`src/rtl/board_pkg.sv`:
```
// Shared board definitions for the multi-player token controller: state
// encoding, default geometry/timing and the lane-aware tile-to-pixel helper.
package board_pkg;

    typedef enum logic [2:0] {
        ST_IDLE   = 3'd0,
        ST_MOVE   = 3'd1,
        ST_JUMP   = 3'd2,
        ST_NEXT   = 3'd3,
        ST_FINISH = 3'd4
    } state_t;

    localparam int D_NUM_PLAYERS   = 2;
    localparam int D_NUM_TILES     = 10;
    localparam int D_TILE_SIZE     = 48;
    localparam int D_PLAYER_OFFSET = 16;
    localparam int D_LANE_DX       = 4;
    localparam int D_BASE_Y        = 124;
    localparam int D_MOVE_FRAMES   = 24;
    localparam int D_JUMP_FRAMES   = 16;
    localparam int D_JUMP_STEP     = 4;
    localparam int D_MAX_STEPS     = 6;

    // Resting x of player p on tile t; each player gets its own lane so tokens never overlap.
    function automatic logic [9:0] base_x(input logic [3:0] tile, input logic [1:0] p,
                                          input int tile_size, input int offset,
                                          input int lane_dx);
        return 10'(int'(tile) * tile_size + offset + int'(p) * lane_dx);
    endfunction

endpackage

```
`src/rtl/jump_profile.sv`:
```
// Triangular jump height: rises JUMP_STEP px per frame to a peak at the
// half-way frame, then falls back symmetrically to zero.
module jump_profile
    import board_pkg::*;
#(
    parameter int JUMP_FRAMES = D_JUMP_FRAMES,
    parameter int JUMP_STEP   = D_JUMP_STEP
) (
    input  logic [7:0] i_cnt,
    output logic [9:0] o_off
);

    // Rising half uses the counter directly, falling half mirrors it.
    always_comb begin
        o_off = 10'd0;
        if (int'(i_cnt) < (JUMP_FRAMES / 2)) begin
            o_off = 10'(JUMP_STEP * int'(i_cnt));
        end else begin
            o_off = 10'(JUMP_STEP * (JUMP_FRAMES - int'(i_cnt)));
        end
    end

endmodule

```
`src/rtl/multi_player_ctrl.sv`:
```
// Turn-based board token controller: accepts dice moves for the active player,
// animates slide + hop per tile on frame ticks, and detects the winner.
module multi_player_ctrl
    import board_pkg::*;
#(
    parameter int NUM_PLAYERS   = D_NUM_PLAYERS,
    parameter int NUM_TILES     = D_NUM_TILES,
    parameter int TILE_SIZE     = D_TILE_SIZE,
    parameter int PLAYER_OFFSET = D_PLAYER_OFFSET,
    parameter int LANE_DX       = D_LANE_DX,
    parameter int BASE_Y        = D_BASE_Y,
    parameter int MOVE_FRAMES   = D_MOVE_FRAMES,
    parameter int JUMP_FRAMES   = D_JUMP_FRAMES,
    parameter int JUMP_STEP     = D_JUMP_STEP,
    parameter int MAX_STEPS     = D_MAX_STEPS
) (
    input  logic                      clk,
    input  logic                      rst_n,
    input  logic                      frame_tick,
    input  logic                      move_valid,
    input  logic [2:0]                move_steps,
    output logic                      move_ready,
    input  logic                      restart,
    output logic [NUM_PLAYERS*10-1:0] player_x,
    output logic [NUM_PLAYERS*10-1:0] player_y,
    output logic [NUM_PLAYERS*4-1:0]  player_tile,
    output logic [1:0]                active_player,
    output logic                      busy,
    output logic                      turn_done,
    output logic                      game_over,
    output logic [1:0]                winner
);

    localparam logic [7:0] MOVE_LAST   = 8'(MOVE_FRAMES - 1);
    localparam logic [7:0] JUMP_LAST   = 8'(JUMP_FRAMES - 1);
    localparam logic [3:0] TILE_LAST   = 4'(NUM_TILES - 1);
    localparam logic [2:0] STEPS_MAX   = 3'(MAX_STEPS);
    localparam logic [1:0] PLAYER_LAST = 2'(NUM_PLAYERS - 1);

    state_t                   r_state;
    logic [NUM_PLAYERS*4-1:0] r_tile;
    logic [1:0]               r_active;
    logic [7:0]               r_cnt;
    logic [2:0]               r_steps;
    logic                     r_turn_done;
    logic                     r_game_over;
    logic [1:0]               r_winner;

    logic [2:0]               w_steps_clamp;
    logic [3:0]               w_cur_tile;
    logic [3:0]               w_tile_inc;
    logic [1:0]               w_next_player;
    logic [9:0]               w_frac;
    logic [9:0]               w_off;

    assign w_steps_clamp = (move_steps > STEPS_MAX) ? STEPS_MAX : move_steps;
    assign w_cur_tile    = r_tile[{r_active, 2'b00} +: 4];
    assign w_tile_inc    = (w_cur_tile < TILE_LAST) ? (w_cur_tile + 4'd1) : TILE_LAST;
    assign w_next_player = (r_active == PLAYER_LAST) ? 2'd0 : (r_active + 2'd1);
    assign w_frac        = 10'((TILE_SIZE * int'(r_cnt)) / MOVE_FRAMES);

    jump_profile #(
        .JUMP_FRAMES (JUMP_FRAMES),
        .JUMP_STEP   (JUMP_STEP)
    ) u_jump_profile (
        .i_cnt (r_cnt),
        .o_off (w_off)
    );

    // Turn sequencer; restart outranks any request arriving in the same cycle.
    always_ff @(posedge clk or negedge rst_n) begin
        if (!rst_n) begin
            r_state     <= ST_IDLE;
            r_tile      <= '0;
            r_active    <= 2'd0;
            r_cnt       <= 8'd0;
            r_steps     <= 3'd0;
            r_turn_done <= 1'b0;
            r_game_over <= 1'b0;
            r_winner    <= 2'd0;
        end else if (restart) begin
            r_state     <= ST_IDLE;
            r_tile      <= '0;
            r_active    <= 2'd0;
            r_cnt       <= 8'd0;
            r_steps     <= 3'd0;
            r_turn_done <= 1'b0;
            r_game_over <= 1'b0;
            r_winner    <= 2'd0;
        end else begin
            r_turn_done <= 1'b0;
            case (r_state)
                ST_IDLE: begin
                    if (move_valid) begin
                        r_cnt   <= 8'd0;
                        r_steps <= w_steps_clamp;
                        if (w_steps_clamp == 3'd0) begin
                            r_state     <= ST_NEXT;
                            r_turn_done <= 1'b1;
                        end else begin
                            r_state <= ST_MOVE;
                        end
                    end
                end
                ST_MOVE: begin
                    if (frame_tick) begin
                        if (r_cnt == MOVE_LAST) begin
                            r_cnt                        <= 8'd0;
                            r_tile[{r_active, 2'b00} +: 4] <= w_tile_inc;
                            r_steps                      <= r_steps - 3'd1;
                            r_state                      <= ST_JUMP;
                        end else begin
                            r_cnt <= r_cnt + 8'd1;
                        end
                    end
                end
                ST_JUMP: begin
                    if (frame_tick) begin
                        if (r_cnt == JUMP_LAST) begin
                            r_cnt <= 8'd0;
                            // Landing on the last tile ends the game and drops any leftover steps.
                            if (w_cur_tile == TILE_LAST) begin
                                r_state     <= ST_FINISH;
                                r_steps     <= 3'd0;
                                r_game_over <= 1'b1;
                                r_winner    <= r_active;
                                r_turn_done <= 1'b1;
                            end else if (r_steps != 3'd0) begin
                                r_state <= ST_MOVE;
                            end else begin
                                r_state     <= ST_NEXT;
                                r_turn_done <= 1'b1;
                            end
                        end else begin
                            r_cnt <= r_cnt + 8'd1;
                        end
                    end
                end
                ST_NEXT: begin
                    r_active <= w_next_player;
                    r_state  <= ST_IDLE;
                end
                ST_FINISH: begin
                    r_state <= ST_FINISH;
                end
                default: begin
                    r_state <= ST_IDLE;
                end
            endcase
        end
    end

    // Pixel decode: only the active token slides (MOVE) or hops (JUMP).
    always_comb begin
        player_x = '0;
        player_y = '0;
        for (int p = 0; p < NUM_PLAYERS; p++) begin
            player_x[p*10 +: 10] = base_x(r_tile[p*4 +: 4], 2'(p), TILE_SIZE, PLAYER_OFFSET, LANE_DX)
                                 + (((p == int'(r_active)) && (r_state == ST_MOVE)) ? w_frac : 10'd0);
            player_y[p*10 +: 10] = 10'(BASE_Y)
                                 - (((p == int'(r_active)) && (r_state == ST_JUMP)) ? w_off : 10'd0);
        end
    end

    assign move_ready    = (r_state == ST_IDLE);
    assign busy          = (r_state == ST_MOVE) || (r_state == ST_JUMP) || (r_state == ST_NEXT);
    assign player_tile   = r_tile;
    assign active_player = r_active;
    assign turn_done     = r_turn_done;
    assign game_over     = r_game_over;
    assign winner        = r_winner;

endmodule

```
`config.mk`:
```
export PLATFORM = sky130hd
export DESIGN_NAME = multi_player_ctrl
export DESIGN_NICKNAME = d
export VERILOG_FILES = /design/src/rtl/board_pkg.sv /design/src/rtl/jump_profile.sv /design/src/rtl/multi_player_ctrl.sv
export SDC_FILE = /design/constraint.sdc
export NUM_CORES = 1
export LEC_CHECK = 0
export CORE_MARGIN = 2
export CORE_UTILIZATION = 55
export CTS_CLUSTER_SIZE = 16
export DETAILED_ROUTE_END_ITERATION = 8
export PLACE_DENSITY = 0.8
export SYNTH_ARGS = -nofsm -noshare
export SYNTH_HDL_FRONTEND = slang
export SYNTH_SLANG_ARGS = --single-unit
```
`constraint.sdc`:
```
create_clock -name clk -period 20.7 [get_ports clk]
set_input_delay 6.21 -clock clk [delete_from_list [all_inputs] [get_ports clk]]
set_output_delay 6.21 -clock clk [all_outputs]
set_load 0.02 [all_outputs]
```
==> impl_metrics.csv, run 1 <==
group,metric,value,unit
drt,detail_route.wl_per_cell,16.8,microns
timing,fin_tns_setup,0,ns
placement,pre_cts_ws,6.91,ns
cts,clk_path_buf_depth,2,
global_route,grt_max_degree,29,
floorplanning,initial_core_util,0.572,
worst_setup_path,crit_path_top_delay_cell,"clkdlybuf4s50_1",
pwr,power-per-cell-area,41.5,nW/um^2
timing,setup_viol,0,
timing,fin_ws,6.49,ns
worst_setup_path,reg2reg_from,"active_player[0]",
worst_setup_path,ff2ff_path_depth,5,
finish,seq_area,701,sq um
timing,fin_worst_skew,0.00255,ns
floorplanning,core_area,8260,sq um
logic_synthesis,post_synth_num_cell_types,83,
finish,multi_input_comb_area,3730,sq um
global_route,grt_pass1_wl,21.7,mm
cts,cts-root-buf,"clkbuf_8",
pwr,p_total,0.000225,W
finish,n_fill_cell,718,
worst_setup_path,cp-start-kind,"register",
timing,max_freq,0.0704,GHz
logic_synthesis,ys.flop_type,"dfrtp_1",
worst_setup_path,worstPathRequired,14.49,ns
placement,gp_congestion,0.916,
logic_synthesis,yosysMostFrequentCell,"nor2_1",
logic_synthesis,synth_area,4730,sq um
min_path,min_path_cells,2,
logic_synthesis,ys_ff_latch,28,
drt,viasPerCell,6.25,
timing,hold_violations,0,
min_path,hp-class,"register to register",
floorplanning,die_w,96.7,microns
drt,drt_wl_total,12.8,mm
global_route,track_usage,0.270,
drt,drt_iter0_drc,191,
worst_setup_path,r2r_end,"player_tile[2]",
finish,post-route-util,0.656,
timing,tightest_slew,1.06,ns
floorplanning,io_pins,64,
floorplanning,die_y,96.7,microns
job,cap_violations,0,
logic_synthesis,synth_cells,616,
logic_synthesis,synth-edff-count,0,
placement,dp_cells,758,
floorplanning,num_rows,33,
global_route,grt_overflow,0,
min_path,hp-start,"game_over",
worst_setup_path,crit_path_end_kind,"output port",
logic_synthesis,synth_top_area_frac,0.162,
logic_synthesis,synth_top_area_cell,"ha_1",
worst_setup_path,r2r_slack,18.04,ns
placement,port_buffers,59,
timing,rsz0062_at_grt,"no",
global_route,grt_pass1_vias,4570,
worst_setup_path,cp-startpoint,"r_cnt[0]",
drt,ant_nets,0,
floorplanning,dieArea,9350,sq um
cts,cts_setup_buffers,0,
cts,clock-sinks,28,
worst_setup_path,critPathCapture,"player_x[19]",
logic_synthesis,seq_area_frac_synth,0.148,
timing,min_period,14.21,ns
cts,cts_tree,"done",
cts,cts_htree_levels,1,
cts,cts_made_buffers,3,
finish,drive_gt1_frac,0.0563,
cts,clock_latency,0.28,ns
cts,ctsHoldBuffers,0,
worst_setup_path,cp_data_arrival_time,8.00,ns
logic_synthesis,synth_area_leaders,"ha_1, dfrtp_1, nor2_1, xnor2_1, a21oi_1",
worst_setup_path,max_stage_delay,0.61,ns
worst_setup_path,crit_fanout,12,
finish,area_delta_synth_final,14.7,%
finish,nets,731,
finish,num_antenna_cells,0,
drt,dr.pass1.iters,5,
cts,post_cts_resized,0,
drt,vias,4766,
logic_synthesis,yosysWarnings,0,
logic_synthesis,synthArstFlopShare,1.00,
timing,drv_slew,0,
placement,dpl.hpwl,10.1,mm
drt,drc,0,
timing,fin_crit_sh,0.687,
worst_setup_path,critPathKind,"register to output port",
cts,cts.clk_slew.worst_paths,0.09,ns
logic_synthesis,syn-mean-instance-area,7.67,sq um
finish,final_cell_count_no_fill,762,
pwr,p_leak,2.37,nW
global_route,antenna_found_initial,0,
pwr,ir_drop,0.104,mV
timing,relSlewSlack,0.293,
outcome,run_status,"finished clean",
logic_synthesis,synth_common_cells,"nor2_1, ha_1, nand2_1",
==> metal layers <==
| layer | track usage | vias to the layer above | wire, microns |
|---|---|---|---|
| li1 | - | 2316 | - |
| met1 | 0.361 | 2261 | 5600 |
| met2 | 0.472 | 166 | 6330 |
| met3 | 0.0166 | 23 | 599 |
| met4 | 0.0780 | 0 | 268 |
| met5 | 0 | - | 0 |
==> final cells by class <==
cell class              instances  share of cell area
clock buffers                   3             0.00762
clock inverters                 1             0.00554
inverters                      44              0.0305
multi-input cells             518               0.688
flip-flops and latches         28               0.129
well taps                     105              0.0242
repair buffers                 63               0.115
==> logic make-up after synthesis <==
family / count (synthesis) / share of synthesized area
AO/OA/AOI/OAI: 171 / 0.266
XOR/XNOR: 42 / 0.0853
adder cells (fa/ha/maj): 65 / 0.178
buffers and inverters: 73 / 0.0649
flip-flops: 28 / 0.148
multiplexers: 16 / 0.0347
other: 1 / 0.000794
AND/OR/NAND/NOR: 220 / 0.221
==> state kept, by name, summed over array words and instances, names as in the netlist <==
signal and count:
player_tile 8, r_cnt 8, r_state 3, r_steps 3
active_player 2, winner 2, game_over 1, turn_done 1
==> worst max-delay path: cells and delay by family, from the launching register on <==
family                   cells  cell delay (ns)
AND/OR/NAND/NOR              8             1.80
buffers and inverters        3             0.86
AO/OA/AOI/OAI               10             2.57
XOR/XNOR                     2             0.28
adder cells (fa/ha/maj)      5             1.57
flip-flops                   1             0.59
==> cell usage in the layout (no fill, tap or decap), types with 4 or more instances in the layout <==
master and n:
nor2_1 71, ha_1 61, clkdlybuf4s50_1 59, nand2_1 56, a21oi_1 47, inv_1 42
xnor2_1 30, dfrtp_1 28, nor3_1 19, o21ai_0 18, nand3_1 14, mux2i_1 13
and2_1 10, xor2_1 9, a211oi_1 9, a21o_1 7, or2_2 7, nand4_1 7
and3_1 6, o31ai_1 6, a31oi_1 6, a311oi_1 6, o211ai_1 6, nand2b_1 5
nor4_1 5, o22ai_1 5, o21a_1 4, o21ai_1 4, a221oi_1 4, o221ai_1 4
fa_1 4, conb_1 4, buf_4 4
==> through the flow <==
| stage | cell area, sq um | hold WS [ns] |
|---|---|---|
| floorplan | 4740 | 0.504 |
| global placement | 5350 | 0.485 |
| detailed placement | 5350 | 0.489 |
| CTS | 5420 | 0.510 |
| global route | 5420 | 0.539 |
| finish | 5420 | 0.507 |
==> where the power goes <==
group | switching [W] | internal, W | leakage, nW
sequential | 0.0000100 | 0.0000602 | 0.387
combinational | 0.0000692 | 0.0000425 | 1.95
clock | 0.0000172 | 0.0000259 | 0.0357
total | 0.0000964 | 0.000129 | 2.37
==> worst min path at each step <==
stage                 endpoint
finish               game_over
global route         game_over
CTS                  game_over
detailed placement   game_over
global placement     game_over
floorplan           r_steps[1]
No activity file was read; power rests on OpenSTA's default activity.
==> run 2, diff against run 1 <==
Clock period 20.7 ns to 13.2 ns, I/O delays scaled along.
==> run 2 against run 1 <==
Compared with the run above: non-clock buffer count is the same; register-to-register slack lost 7.6 ns; cell area is the same; sequential power increased by 56%; wire length down 0.76%; die area stayed put; sequential share of layout area is the same; critical path type unchanged; critical endpoint unchanged; largest cell class unchanged; highest routed layer unchanged.
==> impl_metrics.csv, run 2 (synthesized netlist as in run 1, its figures left out) <==
group,metric,value,unit
timing,fin_tns_setup,0,ns
global_route,grt_overflow,0,
placement,port_buffers,59,
drt,dr.pass1.iters,5,
cts,cts_htree_levels,1,
drt,vias,4726,
placement,dpl.hpwl,10.0,mm
global_route,grt_max_degree,29,
timing,fin_worst_skew,0.00795,ns
finish,num_antenna_cells,0,
worst_setup_path,cp_data_arrival_time,7.95,ns
worst_setup_path,critPathKind,"register to output port",
floorplanning,die_w,96.7,microns
cts,clock_latency,0.28,ns
global_route,track_usage,0.270,
timing,relSlewSlack,0.245,
timing,hold_violations,0,
placement,gp_congestion,0.916,
job,cap_violations,0,
worst_setup_path,max_stage_delay,0.61,ns
floorplanning,num_rows,33,
timing,fin_crit_sh,0.903,
timing,tightest_slew,1.13,ns
drt,drt_iter0_drc,266,
cts,clock-sinks,28,
finish,final_cell_count_no_fill,762,
finish,area_delta_synth_final,14.7,%
worst_setup_path,crit_path_end_kind,"output port",
timing,min_period,11.91,ns
cts,cts-root-buf,"clkbuf_8",
floorplanning,initial_core_util,0.572,
cts,cts_made_buffers,3,
finish,drive_gt1_frac,0.0563,
drt,drc,0,
timing,max_freq,0.0839,GHz
min_path,hp-class,"register to register",
worst_setup_path,crit_path_top_delay_cell,"clkdlybuf4s50_1",
worst_setup_path,cp-start-kind,"register",
drt,viasPerCell,6.20,
pwr,p_leak,2.37,nW
drt,ant_nets,0,
drt,detail_route.wl_per_cell,16.7,microns
floorplanning,dieArea,9350,sq um
outcome,run_status,"finished clean",
pwr,p_total,0.000353,W
global_route,top_usage_layer,"met2",
floorplanning,io_pins,64,
floorplanning,core_area,8260,sq um
pwr,ir_drop,0.193,mV
cts,cts.clk_slew.worst_paths,0.10,ns
global_route,grt_util_met3,0.0130,
global_route,antenna_found_initial,0,
finish,layout_commonest_cell,"nor2_1",
finish,nets,731,
cts,clk_path_buf_depth,2,
worst_setup_path,worstPathRequired,9.24,ns
worst_setup_path,crit_fanout,12,
global_route,grt_use_met2,0.471,
cts,ctsHoldBuffers,0,
timing,setup_viol,0,
global_route,grt_pass1_wl,21.7,mm
timing,drv_slew,0,
floorplanning,die_y,96.7,microns
cts,cts_setup_buffers,0,
finish,final_cell_mix,"nor2_1, ha_1, clkdlybuf4s50_1",
cts,cts_tree,"done",
global_route,grt_pass1_vias,4464,
cts,post_cts_resized,0,
pwr,power-per-cell-area,65.2,nW/um^2
timing,rsz0062_at_grt,"no",
placement,dp_cells,758,
drt,drt_wl_total,12.7,mm
global_route,grt_use_met1,0.370,
==> run 2: cell counts in the layout (fill, tap and decap cells not counted) <==
No cell type changed its count.
==> run 2: layout make-up <==
| class | instances | area [sq um] |
|---|---|---|
| multi-input cells | 518 | 3730 |
| fillers | 700 | 2840 |
| flip-flops and latches | 28 | 701 |
| repair buffers | 63 | 621 |
| inverters | 44 | 165 |
| well taps | 105 | 131 |
| clock buffers | 3 | 41.3 |
| clock inverters | 1 | 30.0 |
==> run 2: path summary, 6_finish.rpt <==
| path | cells after the start | from | slack [ns] | end |
|---|---|---|---|---|
| max in group asynchronous | 2 | rst_n | 8.88 | game_over |
| hold reg to reg | 2 | game_over | 0.50 | game_over |
| hold / removal | 2 | game_over | 0.50 | game_over |
| setup / recovery | 28 | r_cnt[0] | 1.29 | player_x[19] |
| setup reg to reg | 5 | active_player[0] | 10.46 | player_tile[2] |
| min in group asynchronous | 2 | rst_n | 4.05 | r_steps[1] |
==> run 2: metrics by stage <==
| step | utilization | worst slack, ns | instance area [sq um] | hold WS [ns] |
|---|---|---|---|---|
| 6_report | 0.656 | 1.29 | 5420 | 0.505 |
| 2_1_floorplan | - | 3.25 | 4740 | 0.504 |
| 3_3_place_gp | 0.648 | 1.91 | 5350 | 0.485 |
| 4_1_cts | 0.656 | 1.35 | 5420 | 0.510 |
| 3_5_place_dp | 0.648 | 1.69 | 5350 | 0.489 |
| 5_1_grt | 0.656 | 0.713 | 5420 | 0.538 |
==> run 2: power by group <==
group / switching (W) / internal [W] / leakage [nW]
logic: 0.000109 / 0.0000666 / 1.95
clock network: 0.0000266 / 0.0000406 / 0.0357
registers: 0.0000156 / 0.0000945 / 0.387
total: 0.000152 / 0.000202 / 2.37
==> run 2: critical path, delay by kind of cell (launching register included) <==
kind	cells	cell delay (ns)
compound gates	10	2.55
xor+xnor	2	0.30
flops	1	0.59
buf+inv	3	0.87
fa+ha+maj	5	1.57
simple gates	8	1.74
==> run 2: per-layer routing <==
metal | wire length, microns | share of wire | up-vias
met5 | 0 | 0 | -
met4 | 178 | 0.014 | 0
met3 | 547 | 0.043 | 15
met2 | 6340 | 0.50 | 155
met1 | 5640 | 0.44 | 2239
li1 | - | - | 2317
